`config.mk`:
```
export PLATFORM = sky130hd
export DESIGN_NAME = fifo_rd_packer
export DESIGN_NICKNAME = d
export VERILOG_FILES = /design/src/rtl/fifo_rd_packer.sv
export SDC_FILE = /design/constraint.sdc
export NUM_CORES = 1
export LEC_CHECK = 0
export BUFFER_PORTS_ARGS = -buffer_cell sky130_fd_sc_hd__buf_4
export CAP_MARGIN = 5
export CELL_PAD_IN_SITES_DETAIL_PLACEMENT = 0
export CELL_PAD_IN_SITES_GLOBAL_PLACEMENT = 1
export CORE_ASPECT_RATIO = 0.6
export CORE_MARGIN = 10
export CORE_UTILIZATION = 45
export DETAILED_ROUTE_END_ITERATION = 10
export PLACE_DENSITY_LB_ADDON = 0.3
export SYNTH_ARGS = -nofsm -noshare
export SYNTH_HDL_FRONTEND = slang
export SYNTH_SLANG_ARGS = --single-unit
```
`constraint.sdc`:
```
create_clock -name rclk -period 2.3 [get_ports rclk]
set_input_delay 0.23 -clock rclk [delete_from_list [all_inputs] [get_ports rclk]]
set_output_delay 0.23 -clock rclk [all_outputs]
set_load 0.03 [all_outputs]
```
`src/rtl/fifo_rd_packer.sv`:
```
// Read-side packer for the async FIFO: pops bytes, packs NBYTES lanes per word and
// emits full words, or partial words on an explicit flush or after an idle timeout.
module fifo_rd_packer #(
    parameter int DWIDTH  = 8,
    parameter int NBYTES  = 4,
    parameter int BCW     = 3,
    parameter int TIMEOUT = 0
) (
    input  logic                     rclk,
    input  logic                     reset_L,
    input  logic                     empty,
    output logic                     pop,
    input  logic [DWIDTH-1:0]        rdata,
    input  logic                     flush,
    output logic                     out_valid,
    input  logic                     out_ready,
    output logic [DWIDTH*NBYTES-1:0] out_data,
    output logic [BCW-1:0]           out_bcnt,
    output logic                     busy
);
    localparam int             IW        = (TIMEOUT > 0) ? $clog2(TIMEOUT + 1) : 1;
    localparam logic [BCW-1:0] FULL      = BCW'(NBYTES);
    localparam logic [BCW-1:0] LAST      = BCW'(NBYTES - 1);
    localparam logic [IW-1:0]  IDLE_LAST = IW'(TIMEOUT - 1);

    logic [BCW-1:0]                cnt_q, cnt_d;
    logic                          inflight_q;
    logic                          flush_pend_q, flush_pend_d;
    logic [IW-1:0]                 idle_q, idle_d;
    logic [NBYTES-1:0][DWIDTH-1:0] pack_q, pack_d;
    logic                          out_valid_q, out_valid_d;
    logic [NBYTES-1:0][DWIDTH-1:0] out_data_q, out_data_d;
    logic [BCW-1:0]                out_bcnt_q, out_bcnt_d;

    logic           out_free, complete, pack_load, pop_c, idle_inc, to_hit, flush_req;
    logic [BCW-1:0] occ;

    always_comb begin
        out_free  = !out_valid_q || out_ready;
        occ       = cnt_q + BCW'(inflight_q);
        complete  = inflight_q && (cnt_q == LAST);
        // The second term lets the last byte of a word and the first byte of the
        // next one overlap, so a steady stream pops every cycle.
        pop_c     = !empty && !flush_pend_q &&
                    ((occ < FULL) || ((occ == FULL) && inflight_q && out_free));
        pack_load = !inflight_q && out_free && (cnt_q != '0) &&
                    ((cnt_q == FULL) || flush_pend_q);
        idle_inc  = (cnt_q != '0) && !pop_c && !inflight_q && !flush_pend_q;
        to_hit    = (TIMEOUT > 0) && idle_inc && (idle_q == IDLE_LAST);
        flush_req = flush && ((cnt_q != '0) || inflight_q) && !complete;

        cnt_d        = cnt_q;
        flush_pend_d = flush_pend_q;
        pack_d       = pack_q;
        out_valid_d  = out_valid_q;
        out_data_d   = out_data_q;
        out_bcnt_d   = out_bcnt_q;
        idle_d       = (idle_inc && !to_hit) ? idle_q + IW'(1) : '0;

        if (out_valid_q && out_ready) begin
            out_valid_d = 1'b0;
        end

        if (inflight_q) begin
            if (complete && out_free) begin
                for (int i = 0; i < NBYTES; i++) begin
                    out_data_d[i] = (i == NBYTES - 1) ? rdata : pack_q[i];
                end
                out_bcnt_d  = FULL;
                out_valid_d = 1'b1;
                cnt_d       = '0;
            end else begin
                for (int i = 0; i < NBYTES; i++) begin
                    if (BCW'(i) == cnt_q) begin
                        pack_d[i] = rdata;
                    end
                end
                cnt_d = cnt_q + BCW'(1);
            end
        end else if (pack_load) begin
            for (int i = 0; i < NBYTES; i++) begin
                out_data_d[i] = (BCW'(i) < cnt_q) ? pack_q[i] : '0;
            end
            out_bcnt_d   = cnt_q;
            out_valid_d  = 1'b1;
            cnt_d        = '0;
            flush_pend_d = 1'b0;
        end else if (cnt_q == '0) begin
            flush_pend_d = 1'b0;
        end

        // A request arriving while the pack register is already leaving has nothing to flush.
        if ((flush_req || to_hit) && !pack_load) begin
            flush_pend_d = 1'b1;
        end
    end

    always_ff @(posedge rclk or negedge reset_L) begin
        if (!reset_L) begin
            cnt_q        <= '0;
            inflight_q   <= 1'b0;
            flush_pend_q <= 1'b0;
            idle_q       <= '0;
            pack_q       <= '0;
            out_valid_q  <= 1'b0;
            out_data_q   <= '0;
            out_bcnt_q   <= '0;
        end else begin
            cnt_q        <= cnt_d;
            inflight_q   <= pop;
            flush_pend_q <= flush_pend_d;
            idle_q       <= idle_d;
            pack_q       <= pack_d;
            out_valid_q  <= out_valid_d;
            out_data_q   <= out_data_d;
            out_bcnt_q   <= out_bcnt_d;
        end
    end

    // pop is combinational on empty so it never requests from an empty FIFO.
    assign pop       = pop_c & reset_L;
    assign out_valid = out_valid_q;
    assign out_data  = out_data_q;
    assign out_bcnt  = out_bcnt_q;
    assign busy      = (cnt_q != '0) | inflight_q | out_valid_q | flush_pend_q;
endmodule

```
==> summary.txt <==
Global route
  – Largest net degree at the start of global routing: 40
  – Vias in the first global route: 2126
  – Initial antenna violation count: 0
  – GR Overflow Total: 0
  – First-pass GRT wire length: 11600 um
  – Total GRT Usage: 13.7%

Power
  – Net switching fraction of the power: 35.1%
  – Psw: 2120 uW
  – Power Dens Cells: 1480 mW/mm2
  – Clk pwr share: 25.3%
  – Reg power frac: 34.7%
  – Internal: 3930 uW
  – Combinational Power Share: 40.1%
  – Cell leakage power: 0.00211 uW
  – Max IR drop VDD: 0.685 mV

Critical path
  – Buf/Inv on CP: 2
  – R2R cell count: 7
  – WP data required: 2070 ps
  – Stages on worst setup path: 7
  – Crit-path cells: buf_4, ha_1, ha_1, xor2_1, o21ai_0, and3_1, buf_4
  – Crit path arrival time: 1860 ps
  – R2R Path Start: cnt_q[0]
  – Crit end category: primary output
  – Worst reg2reg endpoint: out_data[10]
  – Register-to-register setup slack: 320 ps
  – Cell at the slowest stage of the critical path: dfrtp_1
  – Max incr delay on CP: 370 ps
  – Setup crit start: cnt_q[0]
  – Setup CP Type: flop to primary output
  – Delay-heaviest family, CP: adder cells
  – Startpoint Class: flop
  – CP max FO: 8

Synthesis
  – Cells after synthesis: 243
  – Synth Register Bits: 73
  – Yosys warns: 0
  – Post-Synthesis Net Count: 262
  – Commonest cells post-synth: dfrtp_1, mux2_2, inv_1
  – Post-synth cell types: 35
  – Cell Area, Synth: 0.00324 mm2
  – Main synth FF type: dfrtp_1
  – Count leader, synth: dfrtp_1
  – Top-area cell type share of the netlist area: 56.4%
  – Mapped Avg Cell Area: 13.3 um2
  – Number of synthesized flops with an enable pin: 0
  – Top cells by area, synth: dfrtp_1, mux2_2, mux2i_1
  – Asr flop ratio synth: 100%
  – Seq/Total Area, Yosys: 56.4%
  – Area leader, netlist: dfrtp_1

Placed design
  – Placed instance count: 381
  – Area after DPL: 0.00375 mm2
  – HPWL after detailed placement: 4990 um
  – PortBufs: 50
  – Gpl congestion: 0.764

Hold path
  – Worst Hold Launch: rdata[7]
  – Hold Path End: pack_q[23]
  – HP Class: primary input to flop
  – Worst Hold Depth: 2

Layout
  – Final Instance Area: 0.00409 mm2
  – Area Growth Syn to Fin: 26.1%
  – Final Util: 59.9%
  – Share of layout cells above drive strength 1: 41.5%
  – Non-Filler Instances: 398
  – Nets: 325
  – Antenna cells: 0

Die
  – Placeable Area: 0.00682 mm2
  – Chip height: 85.7 um
  – Die Wd: 130 um
  – Starting Density: 47.5%
  – FP Rows: 23
  – IO Count: 51
  – Die area: 0.0111 mm2

Clock tree
  – H-tree depth: 3
  – # resized after CTS: 0
  – Clk slew on worst S/H paths: 60 ps
  – Root buffer cell: clkbuf_16
  – Clock sink count: 73
  – Clk_lat worst skew: 340 ps
  – Maximum clock path buffer count: 2
  – Hold Buf Count CTS: 1
  – Post-CTS Setup Inserts: 0
  – Total CTS buffers: 9
  – CTS tree: done

Job
  – Max cap viols: 0

Routing
  – DR vias: 2030
  – Final WL: 7140 um
  – Via density: 5.10
  – DRT antenna net count: 0
  – Residual DRC count: 0
  – 1st-iter DRT viols: 99
  – DRT Pass-1 Iters: 4
  – Avg WL per Cell: 17.9 um

STA
  – Final min period: 2090 ps
  – Hold WS: 186 ps
  – Hold Vio Cnt, Final: 0
  – RSZ-0062 raised after global routing: false
  – Setup-failing EPs final: 0
  – Fmax: 0.479 GHz
  – Max_slew headroom: 58.3%
  – Slew at the pin with the worst max-slew slack: 625 ps
  – Final Cycle Share: 90.7%
  – Setup TNS: 0 ps
  – Final Slew Violations: 0
  – Clk_skew: 5.84 ps

Run status
  – Outcome: completed
sequential cells by signal, indices dropped and copies added (netlist names):
name          count
pack_q           32
cnt_q             3
inflight_q        1
out_data         32
flush_pend_q      1
out_valid         1
out_bcnt          3
power groups by stage:
stage | combinational (uW) | sequential [uW] | clock (uW)
after detailed placement | 2450 | 2110 | 0
after floorplan | 1220 | 2520 | 0
after global placement | 2410 | 2100 | 0
after global routing | 2620 | 2160 | 1630
final | 2420 | 2090 | 1530
after CTS | 2460 | 2100 | 1560
metal layers:
metal,up-vias,share of wire (%),global-route usage (%),routed length [um]
met1,1005,51,18.8,3660
met5,-,0,0,0
met3,11,7.0,7.01,501
li1,969,-,-,-
met4,0,1.4,4.67,97
met2,45,40,18.0,2880
placed cells by master (no fill, tap or decap), types with 2 or more instances in the layout:
cell	netlist	layout
nor3_1	2	2
nand3_1	5	5
dfrtp_1	73	73
o31ai_1	2	2
mux2_4	12	12
clkbuf_16	0	9
bufinv_16	0	2
nor2_1	5	5
a22o_1	8	8
o21ai_0	3	3
mux2_2	36	36
clkbuf_8	0	2
mux2i_1	18	18
clkinv_2	0	2
nor2b_1	9	9
nand2_2	3	3
ha_1	6	6
nand2_1	18	18
buf_4	2	57
inv_1	20	20
worst max-delay path by stage:
stage	end
detailed placement	out_data[10]
global placement	out_data[10]
global route	pop
finish	pop
CTS	pop
floorplan	out_bcnt[0]
stage by stage:
| step | total power, uW | setup slack (ps) |
|---|---|---|
| global placement | 4510 | 395 |
| finish | 6040 | 214 |
| global route | 6400 | 67.7 |
| CTS | 6110 | 185 |
| floorplan | 3740 | 263 |
| detailed placement | 4550 | 351 |
kinds of logic (layout without fill, tap and decap cells):
kind of cell | count (synthesis) | in the layout | share of synthesized area, %
mux | 67 | 67 | 24.0
simple gates | 50 | 50 | 8.46
compound gates | 18 | 18 | 4.44
fa+ha+maj | 6 | 6 | 2.32
buf+inv | 27 | 95 | 3.86
xor+xnor | 2 | 2 | 0.541
flops | 73 | 73 | 56.4
area by class of cell:
class                   instances  area, um2
fillers                       557       2730
flip-flops and latches         73       1830
multi-input cells             143       1290
repair buffers                 59        458
clock buffers                  11        253
well taps                      87        109
clock inverters                 5       77.6
inverters                      20       75.1
Power figures use the tool's default switching activity.
